**config.mk**
```make
export PLATFORM = sky130hd
export DESIGN_NAME = intr_arbiter_flat
export DESIGN_NICKNAME = d
export VERILOG_FILES = /design/src/rtl/intr_arbiter_if.sv /design/src/rtl/intr_arbiter.sv /design/src/flat_wrapper.sv
export SDC_FILE = /design/constraint.sdc
export NUM_CORES = 1
export LEC_CHECK = 0
export CORE_UTILIZATION = 36
export CTS_CLUSTER_DIAMETER = 60
export CTS_CLUSTER_SIZE = 16
export DETAILED_ROUTE_END_ITERATION = 16
export HOLD_SLACK_MARGIN = 0.05
export PLACE_DENSITY = 0.76
export SYNTH_ARGS = -nofsm -noshare
export SYNTH_HDL_FRONTEND = slang
export SYNTH_SLANG_ARGS = --single-unit
```
**constraint.sdc**
```tcl
create_clock -name clk -period 1.55 [get_ports clk]
set_clock_uncertainty 0.05 [all_clocks]
set_input_delay 0.3875 -clock clk [delete_from_list [all_inputs] [get_ports clk]]
set_output_delay 0.3875 -clock clk [all_outputs]
set_load 0.02 [all_outputs]
```
**src/rtl/intr_arbiter_if.sv**
```systemverilog
// Signal bundle between interrupt producers, the arbiter and the single consumer.
// The arbiter takes the slave view; the environment driving requests takes the master view.
interface intr_arbiter_if;
    logic [3:0]  req_intr;
    logic [31:0] req_data;
    logic [3:0]  req_ack;
    logic [3:0]  enable;
    logic        intr;
    logic [7:0]  dout;
    logic [1:0]  src_id;
    logic        intr_ack;
    logic [7:0]  svc_cnt;

    modport slave (
        input  req_intr,
        input  req_data,
        input  enable,
        input  intr_ack,
        output req_ack,
        output intr,
        output dout,
        output src_id,
        output svc_cnt
    );

    modport master (
        output req_intr,
        output req_data,
        output enable,
        output intr_ack,
        input  req_ack,
        input  intr,
        input  dout,
        input  src_id,
        input  svc_cnt
    );
endinterface

```
**src/rtl/intr_arbiter.sv**
```systemverilog
// Four-channel round-robin interrupt arbiter: grants one requester at a time to a
// single consumer, holds the grant until the consumer acks, then pulses req_ack.
module intr_arbiter (
    input  logic          clk,
    input  logic          reset,
    intr_arbiter_if.slave bus
);

    typedef enum logic [1:0] {
        IDLE    = 2'd0,
        BUSY    = 2'd1,
        RELEASE = 2'd2
    } state_t;

    state_t      state_q,      state_d;
    logic        intr_q,       intr_d;
    logic [7:0]  dout_q,       dout_d;
    logic [1:0]  src_id_q,     src_id_d;
    logic [3:0]  req_ack_q,    req_ack_d;
    logic [7:0]  svc_cnt_q,    svc_cnt_d;
    logic [1:0]  last_grant_q, last_grant_d;

    logic [3:0]  eligible;
    logic        pick_valid;
    logic [1:0]  pick_idx;

    assign eligible = bus.req_intr & bus.enable;

    // Rotating priority: search starts just above the last granted channel,
    // so a continuously requesting channel waits for at most three others.
    always_comb begin
        logic [1:0] cand;
        pick_valid = 1'b0;
        pick_idx   = last_grant_q;
        cand       = last_grant_q;
        for (int i = 1; i <= 4; i++) begin
            cand = last_grant_q + 2'(i);
            if (!pick_valid && eligible[cand]) begin
                pick_valid = 1'b1;
                pick_idx   = cand;
            end
        end
    end

    always_comb begin
        // NOTE: every next-state signal gets its hold value first so that no
        // path through the case statement leaves one unassigned (no latches).
        state_d      = state_q;
        intr_d       = intr_q;
        dout_d       = dout_q;
        src_id_d     = src_id_q;
        req_ack_d    = '0;
        svc_cnt_d    = svc_cnt_q;
        last_grant_d = last_grant_q;

        case (state_q)
            IDLE: begin
                if (pick_valid) begin
                    state_d      = BUSY;
                    intr_d       = 1'b1;
                    src_id_d     = pick_idx;
                    dout_d       = bus.req_data[{pick_idx, 3'b000} +: 8];
                    last_grant_d = pick_idx;
                end
            end
            BUSY: begin
                // Grant is frozen here; only the consumer ack moves us on.
                if (bus.intr_ack) begin
                    state_d             = RELEASE;
                    intr_d              = 1'b0;
                    req_ack_d[src_id_q] = 1'b1;
                    svc_cnt_d           = svc_cnt_q + 8'd1;
                end
            end
            RELEASE: begin
                // One dead cycle lets the producer see req_ack and drop its request
                // before the arbiter looks at requests again.
                state_d = IDLE;
            end
            default: begin
                state_d = IDLE;
                intr_d  = 1'b0;
            end
        endcase
    end

    // NOTE: sequential state uses non-blocking assignments so every register
    // samples the pre-edge values regardless of statement order.
    always_ff @(posedge clk or negedge reset) begin
        if (!reset) begin
            state_q      <= IDLE;
            intr_q       <= 1'b0;
            dout_q       <= '0;
            src_id_q     <= '0;
            req_ack_q    <= '0;
            svc_cnt_q    <= '0;
            last_grant_q <= 2'd3;
        end else begin
            state_q      <= state_d;
            intr_q       <= intr_d;
            dout_q       <= dout_d;
            src_id_q     <= src_id_d;
            req_ack_q    <= req_ack_d;
            svc_cnt_q    <= svc_cnt_d;
            last_grant_q <= last_grant_d;
        end
    end

    assign bus.intr    = intr_q;
    assign bus.dout    = dout_q;
    assign bus.src_id  = src_id_q;
    assign bus.req_ack = req_ack_q;
    assign bus.svc_cnt = svc_cnt_q;

endmodule

```
**src/flat_wrapper.sv**
```systemverilog
// flat-port wrapper written by rule: the top's interface ports become plain ports
module intr_arbiter_flat 
  (clk, reset, bus_req_intr, bus_req_data, bus_enable, bus_intr_ack, bus_req_ack, bus_intr, bus_dout, bus_src_id, bus_svc_cnt);
  intr_arbiter_if bus_i ();
  input  logic clk;
  input  logic reset;
  input wire logic [$bits(bus_i.req_intr)-1:0] bus_req_intr;
  input wire logic [$bits(bus_i.req_data)-1:0] bus_req_data;
  input wire logic [$bits(bus_i.enable)-1:0] bus_enable;
  input wire logic [$bits(bus_i.intr_ack)-1:0] bus_intr_ack;
  output wire logic [$bits(bus_i.req_ack)-1:0] bus_req_ack;
  output wire logic [$bits(bus_i.intr)-1:0] bus_intr;
  output wire logic [$bits(bus_i.dout)-1:0] bus_dout;
  output wire logic [$bits(bus_i.src_id)-1:0] bus_src_id;
  output wire logic [$bits(bus_i.svc_cnt)-1:0] bus_svc_cnt;
  assign bus_i.req_intr = bus_req_intr;
  assign bus_i.req_data = bus_req_data;
  assign bus_i.enable = bus_enable;
  assign bus_i.intr_ack = bus_intr_ack;
  assign bus_req_ack = bus_i.req_ack;
  assign bus_intr = bus_i.intr;
  assign bus_dout = bus_i.dout;
  assign bus_src_id = bus_i.src_id;
  assign bus_svc_cnt = bus_i.svc_cnt;
  intr_arbiter u_core (.clk(clk), .reset(reset), .bus(bus_i));
endmodule
```
# --- Word-level counts from Yosys, hierarchy flattened ---
# Index checks and enable logic that the tools add are counted.
classes:
  reduce_logical: 12
  n_mux: 26
  n_mul: 0
  n_div: 0
  n_eq_ne: 4
  bitwise_logic: 2
  n_shift: 1
  add_sub_neg: 4
  magnitude_cmp: 6
op_table:
  columns: ["op", "n"]
  rows:
  - ["32-bit by 6-bit indexed part select with 8-bit output", 1]
  - ["2-bit by 3-bit < comparator with 1-bit output (second input constant)", 5]
  - ["2-bit 2-to-1 mux", 6]
  - ["1-bit 2-to-1 mux", 11]
  - ["8-bit by 1-bit adder with 8-bit output (second input constant)", 1]
  - ["1-bit binary-select mux with 2-bit select", 4]
  - ["4-bit 2-to-1 mux", 2]
  - ["2-bit AND reduction", 3]
  - ["2-bit adder (second input constant)", 2]
  - ["4-bit AND", 1]
  - ["1-bit logical AND", 4]
  - ["2-bit one-hot mux with 2 select lines", 1]
  - ["1-bit zero test", 3]
  - ["1-bit one-hot mux with 3 select lines", 1]
  - ["3-bit AND reduction", 1]
  - ["2-bit by 1-bit adder with 2-bit output (second input constant)", 1]
  - ["1-bit demux with 2-bit select", 1]
  - ["2-bit by 1-bit equality test with 1-bit output (second input constant)", 1]
  - ["2-bit equality test (second input constant)", 1]
  - ["2-bit by 1-bit >= comparator with 1-bit output (second input constant)", 1]
  - ["2-bit zero test", 1]
  - ["2-bit by 1-bit inequality test with 1-bit output (second input constant)", 1]
  - ["2-bit inequality test (second input constant)", 1]
  - ["1-bit NOT", 1]
word_totals:
  ff_bits: 27
  romBits: 0
  mem_bits_rw: 0
  latch_bits: 0
  in_bits: 43
  memories: 0

# --- Logic depth before layout (Yosys ltp) ---
logic_depth:
  depth_word: 15
  depth_mapped: 7
  mapped_depth_nobuf: 5

# --- Worst setup path before layout ---
# No wires, ideal clock.
synth_timing:
  kind: "register to register"
  start: "reg u_core.last_grant_q[1]"
  end: "reg u_core.dout_q[0], in the netlist u_core.bus.dout[0]"
  path_buffers: 2
  period_less_slack_ps: 1688
  arrival_ps: 1500
  setup_slack_ps: -138
  path_stages_with_launch: 6
  cell_sequence: "dfstp_2 > buf_6 > mux2i_4 > buf_6 > mux2i_1 > o221ai_1"
synth_via:
  elab_chain_len: 14
synth_rtl:
  columns: ["element", "line_no", "text"]
  rows:
  - ["from (decl)", "intr_arbiter.sv:21", "logic [1:0] last_grant_q, last_grant_d;"]
  - ["from (signal assigned)", "intr_arbiter.sv:105", "last_grant_q <= last_grant_d;"]
  - ["2-bit by 1-bit adder with 2-bit output", "intr_arbiter.sv:37", "cand = last_grant_q + 2'(i);"]
  - ["1-bit binary-select mux with 2-bit select", "intr_arbiter.sv:38", "if (!pick_valid && eligible[cand]) begin"]
  - ["1-bit 2-to-1 mux (not written as such)", "intr_arbiter.sv:38", null]
  - ["1-bit 2-to-1 mux", "intr_arbiter.sv:38", null]
  - ["1-bit zero test", "intr_arbiter.sv:38", null]
  - ["1-bit logical AND", "intr_arbiter.sv:38", null]
  - ["1-bit 2-to-1 mux", "intr_arbiter.sv:38", null]
  - ["1-bit zero test", "intr_arbiter.sv:38", null]
  - ["1-bit logical AND", "intr_arbiter.sv:38", null]
  - ["1-bit 2-to-1 mux", "intr_arbiter.sv:38", null]
  - ["1-bit zero test", "intr_arbiter.sv:38", null]
  - ["1-bit logical AND", "intr_arbiter.sv:38", null]
  - ["2-bit 2-to-1 mux / 1-bit 2-to-1 mux (equally long branches)", "intr_arbiter.sv:38", null]
  - ["32-bit by 6-bit indexed part select with 8-bit output / 2-bit AND reduction (equally long branches)", null, null]
  - ["to (signal assigned)", "intr_arbiter.sv:101", "dout_q <= dout_d;"]
  - ["to (decl)", "intr_arbiter.sv:17", "logic [7:0] dout_q, dout_d;"]
# Several ways; a longest one is shown, not always the timed one. The select of a mux whose other input is x is not followed.
# A chain may end at the register's enable or synchronous reset.

# --- Final worst setup path ---
layout_timing:
  start: "reg u_core.last_grant_q[0]"
  end: "reg u_core.dout_q[1], in the netlist u_core.bus.dout[1]"
# The elaborated chain is that of the path after synthesis.

==> results.py <==
metrics = {
    "run_status": {
        "outcome": "finished, violations left",
        "violations": "setup timing",
    },
    "routing": {
        "first_pass_iters": 4,
        "num_vias": 1310,
        "drt_iter0_markers": 24,
        "routed_wl_um": 4050,
        "drc_errors": 0,
        "routedWlPerCell_um": 16.1,
        "viasPerCell": 5.20,
        "drtAntennaViolNets": 0,
    },
    "timing": {
        "report.final.hold_viol_count": 0,
        "tightest_slew_ns": 0.303,
        "min_period_over_period_pct": 114,
        "finalWorstSetupSlack_ns": -0.215,
        "fin_crit_ns": 1.77,
        "maxSlewViolCount": 0,
        "rsz0062_at_grt": "yes",
        "fmax_ghz": 0.566,
        "relSlewSlack_pct": 79.7,
        "finalSetupViolCount": 10,
    },
    "setup_path": {
        "required_ns": 1.66,
        "r2r-end": "u_core.bus.dout[1]",
        "worstSetupEndpoint": "u_core.bus.dout[1]",
        "crit_start": "u_core.last_grant_q[0]",
        "cp-start-kind": "register",
        "crit_path_max_fanout": 7,
        "criticalPathCategory": "register to register",
        "worst_r2r_path_depth": 5,
        "ff2ff_setup_slack_ns": -0.22,
        "worst_setup_path_end_kind": "register",
        "worstPathArrival_ns": 1.87,
        "r2r_start": "u_core.last_grant_q[0]",
    },
    "power": {
        "p_total_uw": 3800,
        "cellPowerDensity_nw_per_um2": 1570,
        "vdd_drop_max_uv": 713,
        "p_leak_uw": 0.00109,
    },
    "clocking": {
        "clockBufferDepth": 2,
        "hold_buffers": 0,
        "clkTransAtPathRegs_ns": 0.10,
        "clock_latency_ns": 0.28,
        "clock_sinks": 27,
        "numCtsBuffers": 3,
        "cts_root_buffer": "clkbuf_8",
        "cts_tree": "done",
        "htreeDepth": 1,
    },
    "die": {
        "ios": 66,
        "die_area_um2": 3990,
        "die_x_um": 63.2,
        "core_um2": 3470,
        "placementRows": 21,
        "start_util_pct": 38.9,
        "die_y_um": 63.2,
    },
    "placement": {
        "gp_congestion": 0.797,
        "dp_cells": 242,
        "dp_hpwl_um": 2710,
        "port_buffers": 65,
    },
    "cells_and_area": {
        "drive_gt1_share_pct": 30.1,
        "final_cells": 252,
        "mostFrequentLayoutCell": "clkdlybuf4s50_1",
        "area_growth_pct": 79.2,
        "final_cell_mix": "clkdlybuf4s50_1 (33), dlygate4sd2_1 (30), dfrtp_1 (25)",
        "fill_cells": 278,
        "antennaDiodeCount": 0,
        "nNetsFinal": 251,
    },
    "synth": {
        "async_reset_ff_share_pct": 100,
        "ys_warn_count": 0,
        "synth_cell_types": 33,
        "syn-num-nets": 163,
        "ys_ff_latch": 27,
        "avgSynthCellArea_um2": 11.3,
        "synth_flop_cell": "dfrtp_1",
        "yosysSeqAreaShare_pct": 50.3,
        "synth-edff-count": 0,
        "syn_area_um2": 1350,
        "synthCells": 119,
    },
    "job": {
        "drv_cap": 0,
    },
    "grt": {
        "grt.total_usage_pct": 19.8,
        "grt_overflow": 0,
        "grt_pass1_vias": 1382,
        "grt_pass1_wl_um": 6170,
        "antenna_found_initial": 0,
        "grt_max_degree": 28,
    },
    "min_path": {
        "holdCritPathClass": "primary input to async pin",
    },
}
layout make-up:
cell class / count / area, µm² / area share [%]
Clock buffer: 3 / 41.3 / 1.71
Timing Repair Buffer: 87 / 837 / 34.7
Clock inverter: 1 / 7.51 / 0.311
Multi-Input combinational cell: 88 / 793 / 32.8
Sequential cell: 27 / 678 / 28.1
Tap cell: 46 / 57.6 / 2.38
flip-flops by register name, summed over array words and instances, names as in the netlist:
name	cells
u_core.last_grant_q	2
u_core.bus.dout	8
u_core.bus.src_id	2
u_core.bus.svc_cnt	8
u_core.bus.intr	1
u_core.bus.req_ack	4
u_core.state_q	2
worst min-delay path by stage:
stage	start	end	slack, ns	cells after the start
2_1_floorplan	reset	u_core.bus.dout[0]	0.04	0
3_3_place_gp	u_core.bus.svc_cnt[7]	u_core.bus.svc_cnt[7]	0.41	1
3_5_place_dp	u_core.bus.svc_cnt[7]	u_core.bus.svc_cnt[7]	0.42	1
4_1_cts	reset	u_core.bus.req_ack[2]	0.41	2
5_1_grt	reset	u_core.bus.svc_cnt[6]	0.40	2
6_report	reset	u_core.bus.req_ack[2]	0.40	2
worst max-delay path, cell delays in order (launching register included):
cell and delay [ns]:
dfstp_2 0.61, o2bb2ai_2 0.11, mux2i_4 0.27, clkbuf_16 0.23, mux2i_1 0.25, o221ai_2 0.13
cell families (layout without fill, tap and decap cells):
group	Yosys count	in the layout	synth area share (%)
AO/OA/AOI/OAI	18	18	11.0
XOR/XNOR	7	7	4.55
adder cells (fa/ha/maj)	1	1	0.928
buffers and inverters	5	91	2.69
flip-flops	27	27	50.3
multiplexers	18	18	14.4
AND/OR/NAND/NOR	43	44	16.1
power by group:
part | total, µW | switching (µW) | internal (µW)
logic | 2210 | 1080 | 1130
registers | 1170 | 184 | 987
clock network | 419 | 236 | 183
total | 3800 | 1500 | 2300
synth_stat cells, drive strengths merged (2+ instances only):
master	number	area [µm²]
nand4	3	18.8
nor3b	2	15.0
dfstp	2	52.6
o221ai	8	70.1
xnor2	6	52.6
nand2	22	82.6
and3	3	18.8
buf	4	32.5
mux2i	17	183
nor3	2	10.0
o21a	2	15.0
dfrtp	25	626
and3b	2	17.5
nor2	4	15.0
timing repair:
item | in CTS | in global routing
setup endpoints to repair | 36 | 11
gates cloned | 1 | 1
buffers inserted | 3 | 1
pin swaps | 14 | 0
gates resized for setup | 54 | 14
routing by layer:
layer / up-vias / GRT usage (%) / share of wire, %
met5: - / 0 / 0
met4: 0 / 8.81 / 1.3
met3: 6 / 1.45 / 4.8
met2: 47 / 37.1 / 52
met1: 639 / 22.9 / 42
li1: 618 / - / -
stage by stage:
| step | cell area (µm²) | TNS, ns | hold WS (ns) | worst slack [ns] | utilization, % |
|---|---|---|---|---|---|
| floorplan | 1350 | -1.03 | 0.0419 | -0.136 | - |
| global placement | 2170 | -10.43 | 0.409 | -0.803 | 62.7 |
| detailed placement | 2170 | -11.41 | 0.421 | -0.878 | 62.7 |
| CTS | 2320 | -1.01 | 0.413 | -0.113 | 66.8 |
| global route | 2410 | -2.39 | 0.404 | -0.282 | 69.6 |
| finish | 2410 | -1.59 | 0.398 | -0.215 | 69.6 |
Note: power is estimated with default switching activity, not from simulation.
==> variant (same settings) <==
Reset style: synchronous (`reset`), changed in one clocked block.
--- a/src/rtl/intr_arbiter.sv
+++ b/src/rtl/intr_arbiter.sv
@@ -86,7 +86,7 @@
 
     // NOTE: sequential state uses non-blocking assignments so every register
     // samples the pre-edge values regardless of statement order.
-    always_ff @(posedge clk or negedge reset) begin
+    always_ff @(posedge clk) begin
         if (!reset) begin
             state_q      <= IDLE;
             intr_q       <= 1'b0;
Function: differs if reset is asserted again (counterexample within 4 cycles, from zero or initial values and one cycle with reset low); with reset held inactive, the same outputs for 10 cycles.
==> variant against the unedited design <==
- the flow still finishes with violations (negative setup slack)
- utilization increased by 1.6 points
- cell area unchanged
- sequential cell count unchanged
- area after synthesis decreased by 3.7%
- wire length increased by 5.4%
- hold slack improved by 0.034 ns
- cell count increased by 8.3%
- first-iteration DRC count increased to 2.8 times the old value
- setup slack improved by 0.16 ns
- largest cell class unchanged
- highest routed layer unchanged
Power is not compared: it rests on default switching activity, and its combinational part moved more than twofold at a synthesized area within 25%.
==> variant: results (changes against the unedited design) <==
outcome=finished with violations; failing checks=negative setup slack; crit-path max FO=8 (+1); DR WL met2=2330 µm (+11%); Worst Setup EP=u_core.bus.dout[7]; met2 Use GR=40.7% (+3.6 points); post-synthesis cell type count=35 (+6.1%); XOR/XNOR share of the synthesized area=4.73% (+0.18 points); largest net degree at the start of global routing=15 (-46%); Most used DFF post-synth=dfxtp_1; Area contributors post-synth=dfxtp_1 42%, mux2i_1 14%, o221ai_1 4.7%; M1 WL=1740 µm (+2.4%); gpl congestion=0.773 (-3.0%); worst setup margin=-0.0594 ns (+0.156 ns); CP startpoint=bus_req_intr[1]; Routed Wire Length=4270 µm (+5.4%); ys async rst share=0% (-100 points); hold crit path type=reg -> reg; placed instance area=2160 µm² (-0.81%); met1 Track Usage GR=27.9% (+5.1 points); DR pass1 iterations=4 (unchanged); root buffer cell=clkbuf_4; HPWL Detailed=2850 µm (+5.3%); GR Util met3=2.90% (+1.4 points); Max transition margin=79.8% (about the same); gr usage total=22.6% (+2.8 points); clock latency at the later pin of the worst-skew pair=0.32 ns (+0.04 ns); Synth top cells by count=27 x dfxtp_1, 18 x mux2i_1, 16 x nand2_1; mux share of post-synthesis cell area=15.6% (+1.2 points); post-synthesis sequential area ratio=41.7% (-8.7 points); Reg clk slew, reported paths=0.14 ns (+0.04 ns); placed insts=260 (+7.4%); share of layout cells above drive strength 1=28.6% (-1.5 points); fin cells=273 (+8.3%); DR iter-0 viols=68 (+180%); CP arrival=1.82 ns (-0.05 ns); Final Hold Slack=0.433 ns (+0.0345 ns); r2r worst-path depth=5 (unchanged); flop2flop setup slack=-0.05 ns (+0.17 ns); Synth Instances=133 (+12%); dpl ws=-0.747 ns (+0.131 ns); TNS Setup=-0.356 ns (+1.24 ns); fillers=249 (-10%); Compound-Gate Fraction of Synth Area=15.4% (+4.4 points); met3 WL=135 µm (-31%); post-synthesis adder-cell area fraction=0.964% (+0.036 points); final setup vio count=8 (-2); worst r2r src=u_core.last_grant_q[0]; sw frac=30.5%; Via Count=1397 (+6.6%); syn_nets=177 (+8.6%); Endpoint, Worst Hold=u_core.bus.dout[3]
## variant: cell types whose count changed in the layout (fill, tap and decap cells not counted), sizes merged, moves of 5 or more
cell,before,now
dfxtp,0,27
dfrtp,25,0
nor2,4,15
buf,21,30
dlygate4sd2,30,22
nand2,22,16
clkdlybuf4s15,2,7
inv,0,5
## variant: worst max-delay path: stages
cell	delay (ns)
dlygate4sd2_1	0.28
a22oi_2	0.13
a311oi_4	0.34
inv_2	0.07
or3_4	0.44
o221ai_2	0.17
## variant: layout make-up
cell class / count / area share, %
clock buffers: 4 / 1.09
flip-flops and latches: 27 / 22.7
multi-input cells: 96 / 34.3
well taps: 46 / 2.38
repair buffers: 95 / 38.8
inverters: 5 / 0.777
## variant: timing repair
item / 4_1_cts / 5_1_grt
resized for setup: 67 / 12
setup endpoints to repair: 35 / 14
gates cloned: 2 / 0
buffers inserted: 6 / 1
endpoints found under the hold margin: 0 / 0
pin swaps: 8 / 3
